[src/rtl/atan2_pkg.sv]
// atan2_pkg: constants shared by the atan2 CORDIC block.
//   - S_IDLE/S_PREROT/S_ITER/S_DONE : controller state encodings
//   - ATAN_LUT                      : atan(2^-i) as a 32-bit binary angle
//                                     (2^32 = full circle), i = 0..31
//   - atan_lut_scaled()             : rounds an ATAN_LUT entry to a WIDTH-bit
//                                     binary angle (WIDTH up to 32)
//   - GAIN_K / GAIN_FRAC            : CORDIC gain compensation 0.607253 as an
//                                     unsigned fixed-point constant
package atan2_pkg;

  localparam logic [1:0] S_IDLE   = 2'd0;
  localparam logic [1:0] S_PREROT = 2'd1;
  localparam logic [1:0] S_ITER   = 2'd2;
  localparam logic [1:0] S_DONE   = 2'd3;

  localparam logic [31:0] ATAN_LUT [32] = '{
    32'h20000000, 32'h12E4051E, 32'h09FB385B, 32'h051111D4,
    32'h028B0D43, 32'h0145D7E1, 32'h00A2F61E, 32'h00517C55,
    32'h0028BE53, 32'h00145F2F, 32'h000A2F98, 32'h000517CC,
    32'h00028BE6, 32'h000145F3, 32'h0000A2FA, 32'h0000517D,
    32'h000028BE, 32'h0000145F, 32'h00000A30, 32'h00000518,
    32'h0000028C, 32'h00000146, 32'h000000A3, 32'h00000051,
    32'h00000029, 32'h00000014, 32'h0000000A, 32'h00000005,
    32'h00000003, 32'h00000001, 32'h00000001, 32'h00000000
  };

  // 0.607253 * 2^16, rounded
  localparam int              GAIN_FRAC = 16;
  localparam logic [15:0]     GAIN_K    = 16'd39797;

  // Round-to-nearest rescale of a 32-bit table entry down to 'width' bits.
  function automatic logic [31:0] atan_lut_scaled(input int idx, input int width);
    logic [32:0] t;
    logic [4:0]  sel;
    sel = idx[4:0];
    if (width >= 32) begin
      return ATAN_LUT[sel];
    end
    t = {1'b0, ATAN_LUT[sel]} + (33'd1 << (31 - width));
    return 32'(t >> (32 - width));
  endfunction

endpackage

[src/rtl/atan2_cordic_if.sv]
// atan2_cordic_if: request/result bundle for the atan2 CORDIC block.
//   start, sine, cos          : request side (driven by the master)
//   ready, valid, busy, angle : status/result side (driven by the slave)
//   magnitude                 : only present when ATAN2_MAGNITUDE_EN is defined
// Optional feature macro: ATAN2_MAGNITUDE_EN.
interface atan2_cordic_if #(
  parameter int WIDTH = 16
);
  logic                    start;
  logic signed [WIDTH-1:0] sine;
  logic signed [WIDTH-1:0] cos;
  logic                    ready;
  logic                    valid;
  logic                    busy;
  logic        [WIDTH-1:0] angle;
`ifdef ATAN2_MAGNITUDE_EN
  logic        [WIDTH-1:0] magnitude;
`endif

  modport master (
    output start, sine, cos,
`ifdef ATAN2_MAGNITUDE_EN
    input  magnitude,
`endif
    input  ready, valid, busy, angle
  );

  modport slave (
    input  start, sine, cos,
`ifdef ATAN2_MAGNITUDE_EN
    output magnitude,
`endif
    output ready, valid, busy, angle
  );
endinterface

[src/rtl/cordic_vec_stage.sv]
// cordic_vec_stage: one combinational vectoring-mode CORDIC micro-rotation.
//   x_in, y_in : signed vector components (XW bits)
//   z_in       : accumulated binary angle (ZW bits, wraps mod 2^ZW)
//   shift      : iteration index i, used as the arithmetic shift amount
//   lut        : atan(2^-i) in binary-angle LSBs
//   x_out, y_out, z_out : rotated vector and updated angle
// The rotation direction drives y towards zero; both updates use the
// incoming x/y so the pair behaves as a simultaneous update.
module cordic_vec_stage #(
  parameter int XW = 18,
  parameter int ZW = 16,
  parameter int SW = 4
) (
  input  logic signed [XW-1:0] x_in,
  input  logic signed [XW-1:0] y_in,
  input  logic        [ZW-1:0] z_in,
  input  logic        [SW-1:0] shift,
  input  logic        [ZW-1:0] lut,
  output logic signed [XW-1:0] x_out,
  output logic signed [XW-1:0] y_out,
  output logic        [ZW-1:0] z_out
);

  logic signed [XW-1:0] x_sh;
  logic signed [XW-1:0] y_sh;

  assign x_sh = x_in >>> shift;
  assign y_sh = y_in >>> shift;

  always_comb begin
    x_out = x_in;
    y_out = y_in;
    z_out = z_in;
    if (!y_in[XW-1]) begin
      x_out = x_in + y_sh;
      y_out = y_in - x_sh;
      z_out = z_in + lut;
    end else begin
      x_out = x_in - y_sh;
      y_out = y_in + x_sh;
      z_out = z_in - lut;
    end
  end

endmodule

[src/rtl/atan2_cordic.sv]
// atan2_cordic: iterative vectoring CORDIC, (sine, cos) -> binary angle.
//   clk   : rising-edge clock
//   reset : asynchronous active-low reset
//   en    : clock enable; all state holds while low
//   bus   : atan2_cordic_if.slave (start/sine/cos in, ready/valid/busy/angle out,
//           plus magnitude when ATAN2_MAGNITUDE_EN is defined)
// Sequence: IDLE -> PREROT -> ITER (ITERATIONS cycles) -> DONE -> IDLE.
// valid pulses ITERATIONS+2 enabled clocks after the accepting edge.
// Optional feature macro: ATAN2_MAGNITUDE_EN (gain-compensated |(x,y)|).
module atan2_cordic
  import atan2_pkg::*;
#(
  parameter int WIDTH      = 16,
  parameter int ITERATIONS = 14
) (
  input  logic          clk,
  input  logic          reset,
  input  logic          en,
  atan2_cordic_if.slave bus
);

  // Two guard bits: room for negating -2^(WIDTH-1) and for the CORDIC gain.
  localparam int             XW        = WIDTH + 2;
  localparam int             CW        = $clog2(ITERATIONS);
  localparam logic [CW-1:0]  LAST_ITER = CW'(ITERATIONS - 1);

  logic [1:0]           state_reg;
  logic signed [XW-1:0] x_reg;
  logic signed [XW-1:0] y_reg;
  logic [WIDTH-1:0]     z_reg;
  logic [CW-1:0]        iter_reg;
  logic                 zero_reg;
  logic [WIDTH-1:0]     angle_reg;
  logic                 valid_reg;

  logic signed [XW-1:0] x_next;
  logic signed [XW-1:0] y_next;
  logic [WIDTH-1:0]     z_next;
  logic [WIDTH-1:0]     lut_val;
  logic [WIDTH-1:0]     lut_rom [ITERATIONS];

  for (genvar gi = 0; gi < ITERATIONS; gi++) begin : g_lut
    localparam logic [31:0] LUT_ENTRY = atan_lut_scaled(gi, WIDTH);
    assign lut_rom[gi] = LUT_ENTRY[WIDTH-1:0];
  end

  assign lut_val = lut_rom[iter_reg];

  cordic_vec_stage #(
    .XW (XW),
    .ZW (WIDTH),
    .SW (CW)
  ) u_stage (
    .x_in  (x_reg),
    .y_in  (y_reg),
    .z_in  (z_reg),
    .shift (iter_reg),
    .lut   (lut_val),
    .x_out (x_next),
    .y_out (y_next),
    .z_out (z_next)
  );

`ifdef ATAN2_MAGNITUDE_EN
  // x * GAIN_K / 2^GAIN_FRAC as a chain of shifted partial sums, rounded.
  localparam int PW = XW + GAIN_FRAC;

  logic [PW-1:0]    gain_x;
  logic [PW-1:0]    gain_acc [GAIN_FRAC+1];
  logic [XW-1:0]    mag_int;
  logic [WIDTH-1:0] mag_sat;
  logic [WIDTH-1:0] mag_reg;

  assign gain_x      = x_reg[XW-1] ? '0 : {{GAIN_FRAC{1'b0}}, x_reg};
  assign gain_acc[0] = PW'(1) << (GAIN_FRAC - 1);

  for (genvar gi = 0; gi < GAIN_FRAC; gi++) begin : g_gain
    assign gain_acc[gi+1] = gain_acc[gi] + (GAIN_K[gi] ? (gain_x << gi) : '0);
  end

  assign mag_int = XW'(gain_acc[GAIN_FRAC] >> GAIN_FRAC);
  assign mag_sat = (mag_int[XW-1:WIDTH] != '0) ? '1 : mag_int[WIDTH-1:0];
  assign bus.magnitude = mag_reg;
`endif

  always_ff @(posedge clk or negedge reset) begin
    if (!reset) begin
      state_reg <= S_IDLE;
      x_reg     <= '0;
      y_reg     <= '0;
      z_reg     <= '0;
      iter_reg  <= '0;
      zero_reg  <= 1'b0;
      angle_reg <= '0;
      valid_reg <= 1'b0;
`ifdef ATAN2_MAGNITUDE_EN
      mag_reg   <= '0;
`endif
    end else if (en) begin
      valid_reg <= 1'b0;
      case (state_reg)
        S_IDLE: begin
          if (bus.start) begin
            x_reg     <= {{2{bus.cos[WIDTH-1]}}, bus.cos};
            y_reg     <= {{2{bus.sine[WIDTH-1]}}, bus.sine};
            // The vectoring loop would otherwise accumulate every LUT entry.
            zero_reg  <= (bus.sine == '0) && (bus.cos == '0);
            state_reg <= S_PREROT;
          end
        end
        S_PREROT: begin
          // Fold the left half-plane onto the right by a 180-degree rotation.
          if (x_reg[XW-1]) begin
            x_reg <= -x_reg;
            y_reg <= -y_reg;
            z_reg <= {1'b1, {(WIDTH-1){1'b0}}};
          end else begin
            z_reg <= '0;
          end
          iter_reg  <= '0;
          state_reg <= S_ITER;
        end
        S_ITER: begin
          x_reg <= x_next;
          y_reg <= y_next;
          z_reg <= z_next;
          if (iter_reg == LAST_ITER) begin
            state_reg <= S_DONE;
          end else begin
            iter_reg <= iter_reg + 1'b1;
          end
        end
        default: begin
          angle_reg <= zero_reg ? '0 : z_reg;
          valid_reg <= 1'b1;
`ifdef ATAN2_MAGNITUDE_EN
          mag_reg   <= mag_sat;
`endif
          state_reg <= S_IDLE;
        end
      endcase
    end
  end

  assign bus.ready = (state_reg == S_IDLE);
  assign bus.busy  = (state_reg == S_PREROT) || (state_reg == S_ITER);
  assign bus.valid = valid_reg;
  assign bus.angle = angle_reg;

endmodule

[src/flat_wrapper.sv]
// flat-port wrapper written by rule: the top's interface ports become plain ports
module atan2_cordic_flat import atan2_pkg::*;
#(
  parameter int WIDTH      = 16,
  parameter int ITERATIONS = 14
)
  (clk, reset, en, bus_start, bus_sine, bus_cos, bus_ready, bus_valid, bus_busy, bus_angle);
  atan2_cordic_if #(.WIDTH(WIDTH)) bus_i ();
  input  logic clk;
  input  logic reset;
  input  logic en;
  input wire logic [$bits(bus_i.start)-1:0] bus_start;
  input wire logic [$bits(bus_i.sine)-1:0] bus_sine;
  input wire logic [$bits(bus_i.cos)-1:0] bus_cos;
  output wire logic [$bits(bus_i.ready)-1:0] bus_ready;
  output wire logic [$bits(bus_i.valid)-1:0] bus_valid;
  output wire logic [$bits(bus_i.busy)-1:0] bus_busy;
  output wire logic [$bits(bus_i.angle)-1:0] bus_angle;
  assign bus_i.start = bus_start;
  assign bus_i.sine = bus_sine;
  assign bus_i.cos = bus_cos;
  assign bus_ready = bus_i.ready;
  assign bus_valid = bus_i.valid;
  assign bus_busy = bus_i.busy;
  assign bus_angle = bus_i.angle;
  atan2_cordic #(.WIDTH(WIDTH), .ITERATIONS(ITERATIONS)) u_core (.clk(clk), .reset(reset), .en(en), .bus(bus_i));
endmodule
[config.mk]
export PLATFORM = sky130hd
export DESIGN_NAME = atan2_cordic_flat
export DESIGN_NICKNAME = d
export VERILOG_FILES = /design/src/rtl/atan2_pkg.sv /design/src/rtl/atan2_cordic_if.sv /design/src/rtl/cordic_vec_stage.sv /design/src/rtl/atan2_cordic.sv /design/src/flat_wrapper.sv
export SDC_FILE = /design/constraint.sdc
export NUM_CORES = 1
export LEC_CHECK = 0
export CORE_UTILIZATION = 57
export CTS_BUF_LIST = sky130_fd_sc_hd__clkbuf_8
export CTS_CLUSTER_SIZE = 20
export DETAILED_ROUTE_END_ITERATION = 8
export GPL_ROUTABILITY_DRIVEN = 0
export MAX_ROUTING_LAYER = met4
export PLACE_DENSITY_LB_ADDON = 0.15
export SYNTH_ARGS = -nofsm -noshare
export SYNTH_HDL_FRONTEND = slang
export SYNTH_SLANG_ARGS = --single-unit
[constraint.sdc]
create_clock -name clk -period 4.21 [get_ports clk]
set_clock_uncertainty 0.2 [all_clocks]
set_input_delay 0.842 -clock clk [delete_from_list [all_inputs] [get_ports clk]]
set_output_delay 0.842 -clock clk [all_outputs]
set_load 0.005 [all_outputs]
== Word-level counts from Yosys, hierarchy flattened ==
Memory sizes are Yosys's and may differ from the RTL's.
Index checks and enable logic that the tools add are counted.
Operators by class
  $add $sub $neg: 9
  $mul: 0
  divide/modulo/power cells: 0
  order comparisons: 1
  equal/unequal tests: 7
  shift operators: 2
  muxes and demuxes: 20
  bitwise operators: 2
  reductions and logical operators: 15
Operators by type and width (number)
  $mux 18: 6
  $pmux 18 s3: 2
  $mux 16: 5
  $add 18x18->18: 2
  $neg 18->18: 2
  $sshr 18x4->18: 2
  $sub 18x18->18: 2
  $logic_not 16->1: 2
  $pmux 16 s2: 1
  $add 16x16->16: 1
  $sub 16x16->16: 1
  $reduce_and 3->1: 4
  $pmux 4 s2: 1
  $pmux 2 s3: 1
  $ge 5x5->1 const B: 1
  $not 4->5: 1
  $add 4x1->4 const B: 1
  $eq 4x4->1 const B: 1
  $mux 2: 2
  $mux 4: 1
  $ne 2x1->1 const B: 2
  $ne 2x2->1 const B: 2
  $reduce_and 2->1: 2
  $reduce_and 4->1: 1
  10 further kinds: 10
Word-level totals
  register bits after elaboration: 76
  latch bits: 0
  bits in writable memories: 0
  memory bits (read-only): 256
  bits of input ports: 36
  output and inout port bits: 19
  logic and storage cells: 66
  memories kept: 1
Memories
  (no name shown): depth 16, bits a word 16, read ports 1, clocked after memory_dff 0, write ports 0, line atan2_cordic.sv:47  | assign lut_val = lut_rom[iter_reg];

== Longest topological paths before layout ==
Gate-level depths: netlist of the first run.
  depth after elaboration: 7
  depth in mapped cells: 23
  gate-level depth less buffers: 19

== Modules after synthesis ==
Synthesis of the first run repeated with hierarchy kept, for this count alone.
Second synthesis, totals
  cells, all modules: 1200
  area, all modules: 9649.3 um^2
Modules (own cells, without submodules)
  cordic_vec_stage: times used 1, cells an instance 644, area each 5031.1 um^2
  atan2_cordic: times used 1, cells an instance 556, area each 4618.2 um^2

== Worst setup path after synthesis of the first run ==
Ideal clock, no wire load.
  kind: register to register
  from: reg u_core.iter_reg[0]
  to: reg u_core.z_reg[15]
  arrival time: 4.393 ns
  slack: -0.452 ns
  stages on the path, launching flop included: 22
  buffers on the path: 4
  period minus slack after synthesis: 4.662 ns
  cell sequence: dfrtp_1 buf_6 buf_12 buf_2 inv_1 buf_2 ha_1 inv_1 o21ai_0 a21boi_0 ha_1 and4b_1 a21o_1 a22oi_1 ha_1 nor2b_1 or4_1 o21ai_0 o21ai_0 o32a_1 a31o_2 nand3_1
On the way
  cells in the longest elaborated chain, start to end: 7
  elaborated cells between the ends (all ways): 8
  those cells by class: add/sub (2); mux (4); bitwise (1); memory (1)
Ends and longest elaborated chain
  from (decl): line atan2_cordic.sv:31  | logic [CW-1:0] iter_reg;
  from (signal assigned): line atan2_cordic.sv:130  | iter_reg <= iter_reg + 1'b1;
  $not 4->5 (implied by the code) (*): line atan2_cordic.sv:47
  $mem_v2 16x16 (*)
  $mux 16 (implied by the code) (*) (2 in series): line atan2_cordic.sv:47
  $add 16x16->16 or $sub 16x16->16 (tied branches): line cordic_vec_stage.sv:37, cordic_vec_stage.sv:41
  $mux 16 (*): line cordic_vec_stage.sv:34  | if (!y_in[XW-1]) begin
  $pmux 16 s2 (*): line atan2_cordic.sv:101  | case (state_reg)
  to (signal assigned): line atan2_cordic.sv:116  | z_reg <= {1'b1, {(WIDTH-1){1'b0}}};
  to (signal assigned): line atan2_cordic.sv:126  | z_reg <= z_next;
  to (decl): line atan2_cordic.sv:30  | logic [WIDTH-1:0] z_reg;
Mark *: on every way between the ends. The rest lies on a longest branch, timed or not. The select of a mux whose other input is x is not followed.
A chain may end at the register's enable or synchronous reset.

== Worst setup path after layout of the first run ==
  from: reg u_core.iter_reg[0]
  to: reg u_core.x_reg[16]
On the way
  cells in the longest elaborated chain, start to end: 4
  elaborated cells between the ends (all ways): 5
  those cells by class: add/sub (2); shift (1); mux (2)
Ends and longest elaborated chain
  $sshr 18x4->18 (*): line cordic_vec_stage.sv:28  | assign y_sh = y_in >>> shift;
  $add 18x18->18 or $sub 18x18->18 (tied branches): line cordic_vec_stage.sv:35, cordic_vec_stage.sv:39
  $mux 18 (*): line cordic_vec_stage.sv:34
  $pmux 18 s3 (*): line atan2_cordic.sv:101
  to (signal assigned): line atan2_cordic.sv:104  | x_reg <= {{2{bus.cos[WIDTH-1]}}, bus.cos};
  to (signal assigned): line atan2_cordic.sv:114  | x_reg <= -x_reg;
  to (signal assigned): line atan2_cordic.sv:124  | x_reg <= x_next;
  to (decl): line atan2_cordic.sv:28  | logic signed [XW-1:0] x_reg;
Mark *: on every way between the ends. The rest lies on a longest branch, timed or not.

==> out/metrics.yaml, run 1 <==
grt:
  antenna_found_initial: 1
  grt_use_total_pct: 40.67
  grt_pass1_vias: 10832
  grt_pass1_wl_um: 55340
  grt_max_degree: 77
  grt-ovfl-total: 0
synth:
  synth_top_cell_area_share_pct: 19.34
  synthCells: 1228
  ys.flop_type: "dfrtp_1"
  yosys.area.top_type: "dfrtp_1"
  yosysWarnings: 0
  synth_edf_count: 0
  synth_seq_cells: 76
  syn-num-nets: 1332
  synth_commonest_cells: "130 x nand2_1, 98 x o21ai_0, 94 x nor2_1"
  synth.distinct_cells: 80
  synth_area_leaders: "dfrtp_1 19%, ha_1 8.3%, mux4_2 6.6%"
  ys_seq_area_share_pct: 19.34
  synth_most_common_cell: "nand2_1"
  syn_area_per_cell_um2: 8.006
  syn_area_um2: 9832
  async_flop_share_pct: 100.0
worst_setup_path:
  crit_path_end_kind: "register"
  cp_max_fo: 8
  critPathKind: "reg2reg"
  arrival_ns: 4.88
  critPathRequiredTime_ns: 4.31
  regToRegSetupSlack_ns: -0.57
  critPathLaunchType: "register"
clock_tree:
  clkTransAtPathRegs_ns: 0.10
  clock_sinks: 76
  cts.htree.levels: 3
  cts_tree: "yes"
  cts_buffers: 9
  cts_root_buffer: "clkbuf_8"
  cts_buffer_depth: 2
  worstSkewPairLatency_ns: 0.43
routing:
  drtIter0Drc: 1599
  drt-pass1-iter-count: 7
  drt_wl_total_um: 39590
  ant_nets: 0
  wl_per_cell_um: 22.81
  routed_via_density: 6.845
  drc: 0
  route.vias.total: 11883
timing:
  hold_viol: 0
  slew_headroom_pct: 28.50
  worst_pin_slew_ns: 1.072
  maxSlewViolCount: 0
  setup_viol: 32
  fin_crit_sh_pct: 113.5
  period_needed_ns: 4.779
  fmax_ghz: 0.2092
  fin_ws_ns: -0.5693
  rsz0062_at_grt: "true"
  hold_slack_ns: 0.2857
place:
  place.detailed.hpwl_um: 25290
  portBuffers: 54
final_layout:
  ff_latch_area_um2: 1907
  final_util_pct: 83.09
  drive_gt1_share_pct: 36.24
  area_delta_synth_final_pct: 41.14
  nets: 1614
  fillers: 992
  multiInputGateArea_um2: 8342
die:
  die_area_um2: 17780
  die_x_um: 133.3
  core_um2: 16700
  row_count: 47
  die_h_um: 133.3
  pin_count: 55
  start_util_pct: 58.87
run_status:
  status: "finished, violations left"
  violations: "setup timing"
job:
  cap_violations: 0
min_path:
  hp-class: "reg2reg"
## area by class of cell
type,count,share of cell area (%)
clock buffers,9,0.8926
clock inverters,7,0.6311
flip-flops and latches,76,13.74
repair buffers,367,21.43
multi-input cells,1013,60.11
diodes,1,0.01803
inverters,43,1.190
well taps,220,1.984
## path summary, 6_finish.rpt
kind / startpoint / endpoint / cells past startpoint
hold reg to reg: u_core.bus.angle[14] / u_core.bus.angle[14] / 2
hold / removal: u_core.bus.angle[14] / u_core.bus.angle[14] / 2
max in group asynchronous: reset / u_core.iter_reg[0] / 1
setup reg to reg: u_core.iter_reg[0] / u_core.x_reg[16] / 17
min in group asynchronous: reset / u_core.bus.angle[14] / 1
setup / recovery: u_core.iter_reg[0] / u_core.x_reg[16] / 17
## placed cells by master (no fill, tap or decap), types with 40 or more instances in the layout
cell type / count
nand2_1: 125
ha_1: 49
nor2_1: 81
a21oi_1: 58
o21ai_0: 71
inv_1: 40
xnor2_1: 53
dfrtp_1: 72
buf_4: 298
clkdlybuf4s50_1: 53
## critical path, stage by stage, from the launching register on
cell and delay (ns):
dfrtp_2 0.55, mux4_2 0.61, mux4_2 0.53, a211o_1 0.32
nor2_2 0.12, nand4_2 0.15, buf_6 0.18, buf_4 0.15
o31ai_1 0.29, xnor2_1 0.12, o21ai_0 0.29, ha_1 0.35
a21oi_1 0.17, o22ai_1 0.12, a21oi_1 0.20, o21ai_0 0.13
nand2_1 0.10, o21ai_1 0.07
## what timing repair did
item / 4_1_cts / 5_1_grt
gates resized for setup: 93 / 116
hold endpoints to repair: 0 / 0
setup endpoints to repair: 29 / 34
pin swaps: 33 / 82
setup buffers: 17 / 25
cloned: 0 / 1
hold buffers: 0 / 0
## per-stage QoR
stage | cell area (um2) | worst slack, ns | std cells | setup TNS (ns)
final | 13880 | -0.5693 | 1736 | -8.638
after global routing | 13880 | -0.7440 | 1736 | -14.72
after CTS | 13100 | -0.2856 | 1711 | -3.987
after detailed placement | 12390 | -0.4821 | 1678 | -8.128
after global placement | 12390 | -0.3797 | 1678 | -5.830
after floorplan | 9942 | -0.1550 | 1228 | -1.019
## metal layers
layer | wire length (um) | up-vias | track usage [%]
met5 | 0 | - | -
met4 | 2959 | 0 | 21.59
met3 | 4216 | 298 | 7.610
met2 | 18620 | 879 | 67.19
met1 | 13790 | 5587 | 46.83
li1 | - | 5119 | -
## logic make-up after synthesis
kind of cell	synth area share, %
compound gates	26.05
buf+inv	5.701
fa+ha+maj	8.883
xor+xnor	8.157
simple gates	19.73
mux	12.14
flops	19.34
Power of run 1 is not shown: default switching activity piles up to over one toggle a cycle in this logic, so the estimate is an artifact.
==> inputs of run 2 (changes only) <==
- CORE_UTILIZATION: 57 -> 50
- SLEW_MARGIN: not set -> 20
==> out/metrics.yaml, run 2 (synthesis gave the netlist of run 1 again) <==
run_status:
  status: "finished, violations left"  # unchanged
  violations: "setup timing"  # unchanged
routing:
  drc: 0  # unchanged
  wl_per_cell_um: 20.60  # was 22.81 um
  ant_nets: 0  # unchanged
  drt_wl_total_um: 36670  # was 39590 um
  routed_via_density: 6.367  # was 6.845
  drtIter0Drc: 976  # was 1599
  route.vias.total: 11333  # was 11883
  drt-pass1-iter-count: 6  # was 7
timing:
  worst_pin_slew_ns: 1.096  # was 1.072 ns
  slew_headroom_pct: 26.46  # was 28.50%
  period_needed_ns: 4.603  # was 4.779 ns
  fmax_ghz: 0.2172  # was 0.2092 GHz
  setup_viol: 26  # was 32
  rsz0062_at_grt: "true"  # unchanged
  fin_crit_sh_pct: 109.3  # was 113.5%
  hold_viol: 0  # unchanged
  fin_ws_ns: -0.3934  # was -0.5693 ns
  maxSlewViolCount: 0  # unchanged
grt:
  grt-ovfl-total: 0  # unchanged
  antenna_found_initial: 1  # unchanged
  grt_use_total_pct: 35.86  # was 40.67%
  grt_pass1_wl_um: 54770  # was 55340 um
  grt_max_degree: 77  # unchanged
  grt_pass1_vias: 10398  # was 10832
worst_setup_path:
  regToRegSetupSlack_ns: -0.39  # was -0.57 ns
  crit_path_end_kind: "register"  # unchanged
  cp_max_fo: 7  # was 8
  reg2reg_depth: 17  # unchanged
  max_stage_delay_ns: 0.48  # was 0.61 ns
  critPathRequiredTime_ns: 4.33  # was 4.31 ns
  timing.critical_path.buf_inv: 2  # unchanged
  crit_top_cell: "o21ai_2"
  worstReg2RegStart: "u_core.iter_reg[0]"  # unchanged
  critPathKind: "reg2reg"  # unchanged
  critical-path-top-delay-family: "compound AO/OA/AOI/OAI gates"  # unchanged
  r2r_end: "u_core.x_reg[14]"  # was u_core.x_reg[16]
  path_cells: "clkbuf_16, buf_6, mux2_2, o211ai_1, o21ai_2, a211oi_2, nand3_1, nand2_2, xor2_4, ha_1, or3_1, o221a_2, o31a_1, o2111ai_2, a41oi_1, and3_1, o21ai_2"  # was mux4_2, mux4_2, a211o_1, nor2_2, nand4_2, buf_6, buf_4, o31ai_1, xnor2_1, o21ai_0, ha_1, a21oi_1, o22ai_1, a21oi_1, o21ai_0, nand2_1, o21ai_1
  arrival_ns: 4.72  # was 4.88 ns
  cp-startpoint: "u_core.iter_reg[0]"  # unchanged
  critPathSlowestCell: "dfrtp_2"  # was mux4_2
  critPathLaunchType: "register"  # unchanged
final_layout:
  layout_commonest_cell: "buf_4"  # unchanged
  drive_gt1_share_pct: 37.85  # was 36.24%
  area_delta_synth_final_pct: 43.43  # was 41.14%
  final_cell_mix: "293 x buf_4, 124 x nand2_1, 80 x nor2_1, 71 x dfrtp_1, 65 x o21ai_0"  # was 298 x buf_4, 125 x nand2_1, 81 x nor2_1, 72 x dfrtp_1, 71 x o21ai_0
  nets: 1618  # was 1614
  final_util_pct: 74.15  # was 83.09%
  fillers: 1420  # was 992
die:
  pin_count: 55  # unchanged
  die_x_um: 142.2  # was 133.3 um
  start_util_pct: 51.70  # was 58.87%
  row_count: 50  # was 47
  core_um2: 19020  # was 16700 um2
  die_area_um2: 20230  # was 17780 um2
  die_h_um: 142.2  # was 133.3 um
job:
  cap_violations: 0  # unchanged
clock_tree:
  cts_tree: "yes"  # unchanged
  cts.htree.levels: 3  # unchanged
  clkTransAtPathRegs_ns: 0.11  # was 0.10 ns
  cts_buffers: 9  # unchanged
  cts_buffer_depth: 2  # unchanged
  cts_root_buffer: "clkbuf_8"  # unchanged
  worstSkewPairLatency_ns: 0.41  # was 0.43 ns
  clock_sinks: 76  # unchanged
place:
  place.detailed.hpwl_um: 25550  # was 25290 um
  portBuffers: 54  # unchanged
min_path:
  hp-class: "in2async"  # was reg2reg
## run 2: cell types whose count changed in the layout (fill, tap and decap cells not counted), moves of 4 or more
cell,previous run,this run
o21ai_0,71,65
o21ai_2,8,15
nor3_2,6,2
xnor2_2,5,9
buf_4,298,293
inv_1,40,36
buf_12,1,6
xnor2_1,53,49
## run 2: per-layer routing
metal | GRT usage [%] | part of all wire [%]
met1 | 43.18 | 38
met2 | 57.89 | 48
met3 | 5.720 | 8.2
met4 | 18.68 | 5.1
met5 | - | 0
## run 2: layout make-up
class	instances	area [um2]	share of cell area, %
inverter	43	168.9	1.198
timing repair buffer	371	3099	21.98
antenna	1	2.502	0.01774
tap	260	325.3	2.307
clock inverter	7	73.82	0.5235
clock buffer	9	123.9	0.8784
sequential	76	1908	13.53
multi-input combinational	1013	8401	59.57
## run 2: worst max path at each step
| stage | slack (ns) | to | depth (start not counted) |
|---|---|---|---|
| floorplan | -0.15 | u_core.y_reg[17] | 16 |
| CTS | -0.28 | u_core.y_reg[17] | 15 |
| global route | -0.51 | u_core.x_reg[14] | 16 |
| global placement | -0.41 | u_core.y_reg[16] | 17 |
| finish | -0.39 | u_core.x_reg[14] | 17 |
| detailed placement | -0.49 | u_core.y_reg[17] | 16 |
## run 2: through the flow
| stage | instance area [um2] | TNS (ns) | setup WS [ns] | std cells | hold WS (ns) |
|---|---|---|---|---|---|
| after floorplan | 9942 | -1.019 | -0.1550 | 1228 | 0.2485 |
| after global placement | 12470 | -6.039 | -0.4098 | 1713 | 0.2596 |
| after detailed placement | 12470 | -7.875 | -0.4896 | 1713 | 0.2695 |
| after CTS | 13070 | -3.909 | -0.2841 | 1748 | 0.2929 |
| after global routing | 14100 | -10.15 | -0.5084 | 1780 | 0.3095 |
| final | 14100 | -6.645 | -0.3934 | 1780 | 0.2725 |
## run 2: timing repair
| action | 4_1_cts | 5_1_grt |
|---|---|---|
| gates cloned | 0 | 2 |
| endpoints found under the setup margin | 26 | 32 |
| resized for setup | 68 | 164 |
| endpoints found under the hold margin | 0 | 0 |
| buffers inserted | 19 | 31 |
| hold buffers | 0 | 0 |
| pin swaps | 16 | 84 |
Power of run 2 is left out for the same reason.
==> inputs of run 3 (changes only) <==
- ABC_AREA: not set -> 1
==> out/metrics.yaml, run 3 <==
worst_setup_path:
  r2r_end: "u_core.x_reg[17]"  # was u_core.x_reg[14]
  cp-startpoint: "u_core.iter_reg[1]"  # was u_core.iter_reg[0]
  arrival_ns: 4.33  # was 4.72 ns
  critPathKind: "reg2reg"  # unchanged
  reg2reg_depth: 25  # was 17
  critPathLaunchType: "register"  # unchanged
  regToRegSetupSlack_ns: 0.001  # was -0.39 ns
  cp_max_fo: 18  # was 7
  critPathRequiredTime_ns: 4.33  # about the same
  crit_path_end_kind: "register"  # unchanged
  worstReg2RegStart: "u_core.iter_reg[1]"  # was u_core.iter_reg[0]
synth:
  ys.flop_type: "dfrtp_1"  # unchanged
  yosysWarnings: 0  # unchanged
  synth_most_common_cell: "nand2_1"  # unchanged
  synth_top_family_by_area: "simple AND/OR/NAND/NOR gates"  # was compound AO/OA/AOI/OAI gates
  synth_simple_gate_area_share_pct: 35.19  # was 19.73%
  async_flop_share_pct: 100.0  # unchanged
  synth_adder_area_share_pct: 9.257  # was 8.883%
  synth.distinct_cells: 56  # was 80
  synthMuxAreaShare_pct: 0.3448  # was 12.14%
  synth_seq_cells: 76  # unchanged
  syn_area_per_cell_um2: 6.190  # was 8.006 um2
  synth_edf_count: 0  # unchanged
  syn-num-nets: 1628  # was 1332
  syn_area_um2: 9434  # was 9832 um2
  synth_area_leaders: "dfrtp_1 20%, nand2_1 17%, nand3_1 8.8%"  # was dfrtp_1 19%, ha_1 8.3%, mux4_2 6.6%
  synth_top_cell_area_share_pct: 20.16  # was 19.34%
  ys_seq_area_share_pct: 20.16  # was 19.34%
  synthCells: 1524  # was 1228
  synth_commonest_cells: "419 x nand2_1, 166 x nand3_1, 150 x inv_1"  # was 130 x nand2_1, 98 x o21ai_0, 94 x nor2_1
  yosys.area.top_type: "dfrtp_1"  # unchanged
  synth_compound_area_share_pct: 20.66  # was 26.05%
  synth_xor_area_share_pct: 4.350  # was 8.157%
die:
  pin_count: 55  # unchanged
  die_x_um: 139.4  # was 142.2 um
  row_count: 49  # was 50
  core_um2: 18210  # was 19020 um2
  start_util_pct: 51.81  # was 51.70%
  die_area_um2: 19420  # was 20230 um2
  die_h_um: 139.4  # was 142.2 um
timing:
  hold_viol: 0  # unchanged
  slew_headroom_pct: 26.59  # was 26.46%
  setup_viol: 0  # was 26
  worst_pin_slew_ns: 1.094  # was 1.096 ns
  rsz0062_at_grt: "true"  # unchanged
  maxSlewViolCount: 0  # unchanged
  hold_slack_ns: 0.2748  # was 0.2725 ns
  fmax_ghz: 0.2376  # was 0.2172 GHz
  fin_crit_sh_pct: 99.97  # was 109.3%
  period_needed_ns: 4.209  # was 4.603 ns
grt:
  grt_pass1_vias: 9967  # was 10398
  grt-ovfl-total: 0  # unchanged
  grt_pass1_wl_um: 50470  # was 54770 um
  grt_max_degree: 77  # unchanged
  grt_use_total_pct: 33.58  # was 35.86%
  antenna_found_initial: 0  # was 1
final_layout:
  area_delta_synth_final_pct: 29.28  # was 43.43%
  nets: 1788  # was 1618
  layout_commonest_cell: "nand2_1"  # was buf_4
  final_util_pct: 66.98  # was 74.15%
  num_antenna_cells: 0  # was 1
  final_cell_mix: "385 x nand2_1, 147 x buf_4, 143 x inv_1, 130 x nand3_1, 124 x o21ai_0"  # was 293 x buf_4, 124 x nand2_1, 80 x nor2_1, 71 x dfrtp_1, 65 x o21ai_0
  drive_gt1_share_pct: 22.56  # was 37.85%
  postLayoutCellArea_um2: 12200  # was 14100 um2
place:
  placed_area_um2: 10960  # was 12470 um2
  place.detailed.hpwl_um: 24240  # was 25550 um
  portBuffers: 54  # unchanged
run_status:
  status: "complete, no violations"  # was finished, violations left
routing:
  drt-pass1-iter-count: 6  # unchanged
  route.vias.total: 11251  # was 11333
  wl_per_cell_um: 17.09  # was 20.60 um
  routed_via_density: 5.866  # was 6.367
  drc: 0  # unchanged
  drtIter0Drc: 1319  # was 976
  ant_nets: 0  # unchanged
  drt_wl_total_um: 32780  # was 36670 um
clock_tree:
  clock_sinks: 76  # unchanged
  cts.htree.levels: 3  # unchanged
  clkTransAtPathRegs_ns: 0.10  # was 0.11 ns
  cts_buffers: 9  # unchanged
  worstSkewPairLatency_ns: 0.39  # was 0.41 ns
  cts_tree: "yes"  # unchanged
  cts_root_buffer: "clkbuf_8"  # unchanged
  cts_hold_buf: 0  # unchanged
  cts_buffer_depth: 2  # unchanged
job:
  cap_violations: 0  # unchanged
min_path:
  hp-class: "in2async"  # unchanged
run 3: cell count changes in the layout (fill, tap and decap cells not counted), moves of 37 or more:
cell / previous run / this run
nand3_1: 14 / 130
inv_1: 36 / 143
buf_4: 293 / 147
nand2_1: 124 / 385
xnor2_1: 49 / 9
mux4_2: 37 / 0
o21ai_0: 65 / 124
run 3: through the flow:
| step | worst slack, ns | cells | TNS, ns |
|---|---|---|---|
| after global placement | 0.01275 | 1881 | 0 |
| after global routing | -0.2852 | 1918 | -1.926 |
| final | 0.001224 | 1918 | 0 |
| after detailed placement | -0.1385 | 1881 | -0.3047 |
| after CTS | 0.007035 | 1898 | 0 |
| after floorplan | 0.3638 | 1524 | 0 |
run 3: logic make-up (layout without fill, tap and decap cells):
logic type / count (synthesis) / count (layout)
simple gates: 769 / 769
compound gates: 344 / 344
fa+ha+maj: 68 / 68
mux: 3 / 3
buf+inv: 218 / 383
xor+xnor: 46 / 46
flops: 76 / 76
run 3: metal layers:
layer | vias to the layer above | global-route usage (%) | share of wire [%]
li1 | 5476 | - | -
met1 | 5232 | 44.90 | 44
met2 | 473 | 51.63 | 45
met3 | 70 | 5.712 | 8.2
met4 | 0 | 10.23 | 2.3
met5 | - | - | 0
run 3: cell type report:
type                       instances  area, um2
sequential                        76       1907
clock inverter                     7      85.08
clock buffer                       9      123.9
timing repair buffer             210       1785
inverter                         157      618.1
fill                            1600       6012
tap                              229      286.5
multi-input combinational       1230       7391
run 3: worst max path at each step:
stage | to | slack, ns | cells after the start
final | u_core.x_reg[17] | 0.001 | 25
after global routing | u_core.x_reg[17] | -0.29 | 31
after CTS | u_core.y_reg[13] | 0.007 | 30
after detailed placement | u_core.x_reg[17] | -0.14 | 23
after global placement | u_core.x_reg[17] | 0.01 | 29
after floorplan | u_core.y_reg[13] | 0.36 | 29
run 3: worst max-delay path: stages, from the launching register on:
cell and delay (ns):
dfrtp_2 0.46, clkinv_4 0.15, buf_4 0.25, nand3_1 0.14, nand3_1 0.18, nand2_1 0.10
nand2_1 0.06, nand2_1 0.09, nor2_2 0.19, nand2_4 0.09, nor2_4 0.14, a21oi_2 0.07
a21oi_2 0.13, mux2_4 0.33, ha_4 0.28, clkinvlp_4 0.13, nor3_4 0.21, nand2_2 0.10
or2_4 0.25, o311ai_4 0.08, inv_1 0.08, nand3_2 0.06, nand3_1 0.07, nand2_1 0.07
nand2_1 0.05, a21boi_1 0.14
run 3: repair_timing:
action / 4_1_cts / 5_1_grt
gates resized for setup: 12 / 206
endpoints found under the setup margin: 8 / 26
buffers inserted: 1 / 20
endpoints found under the hold margin: 0 / 0
pin swaps: 4 / 71
Power of run 3 is left out for the same reason.
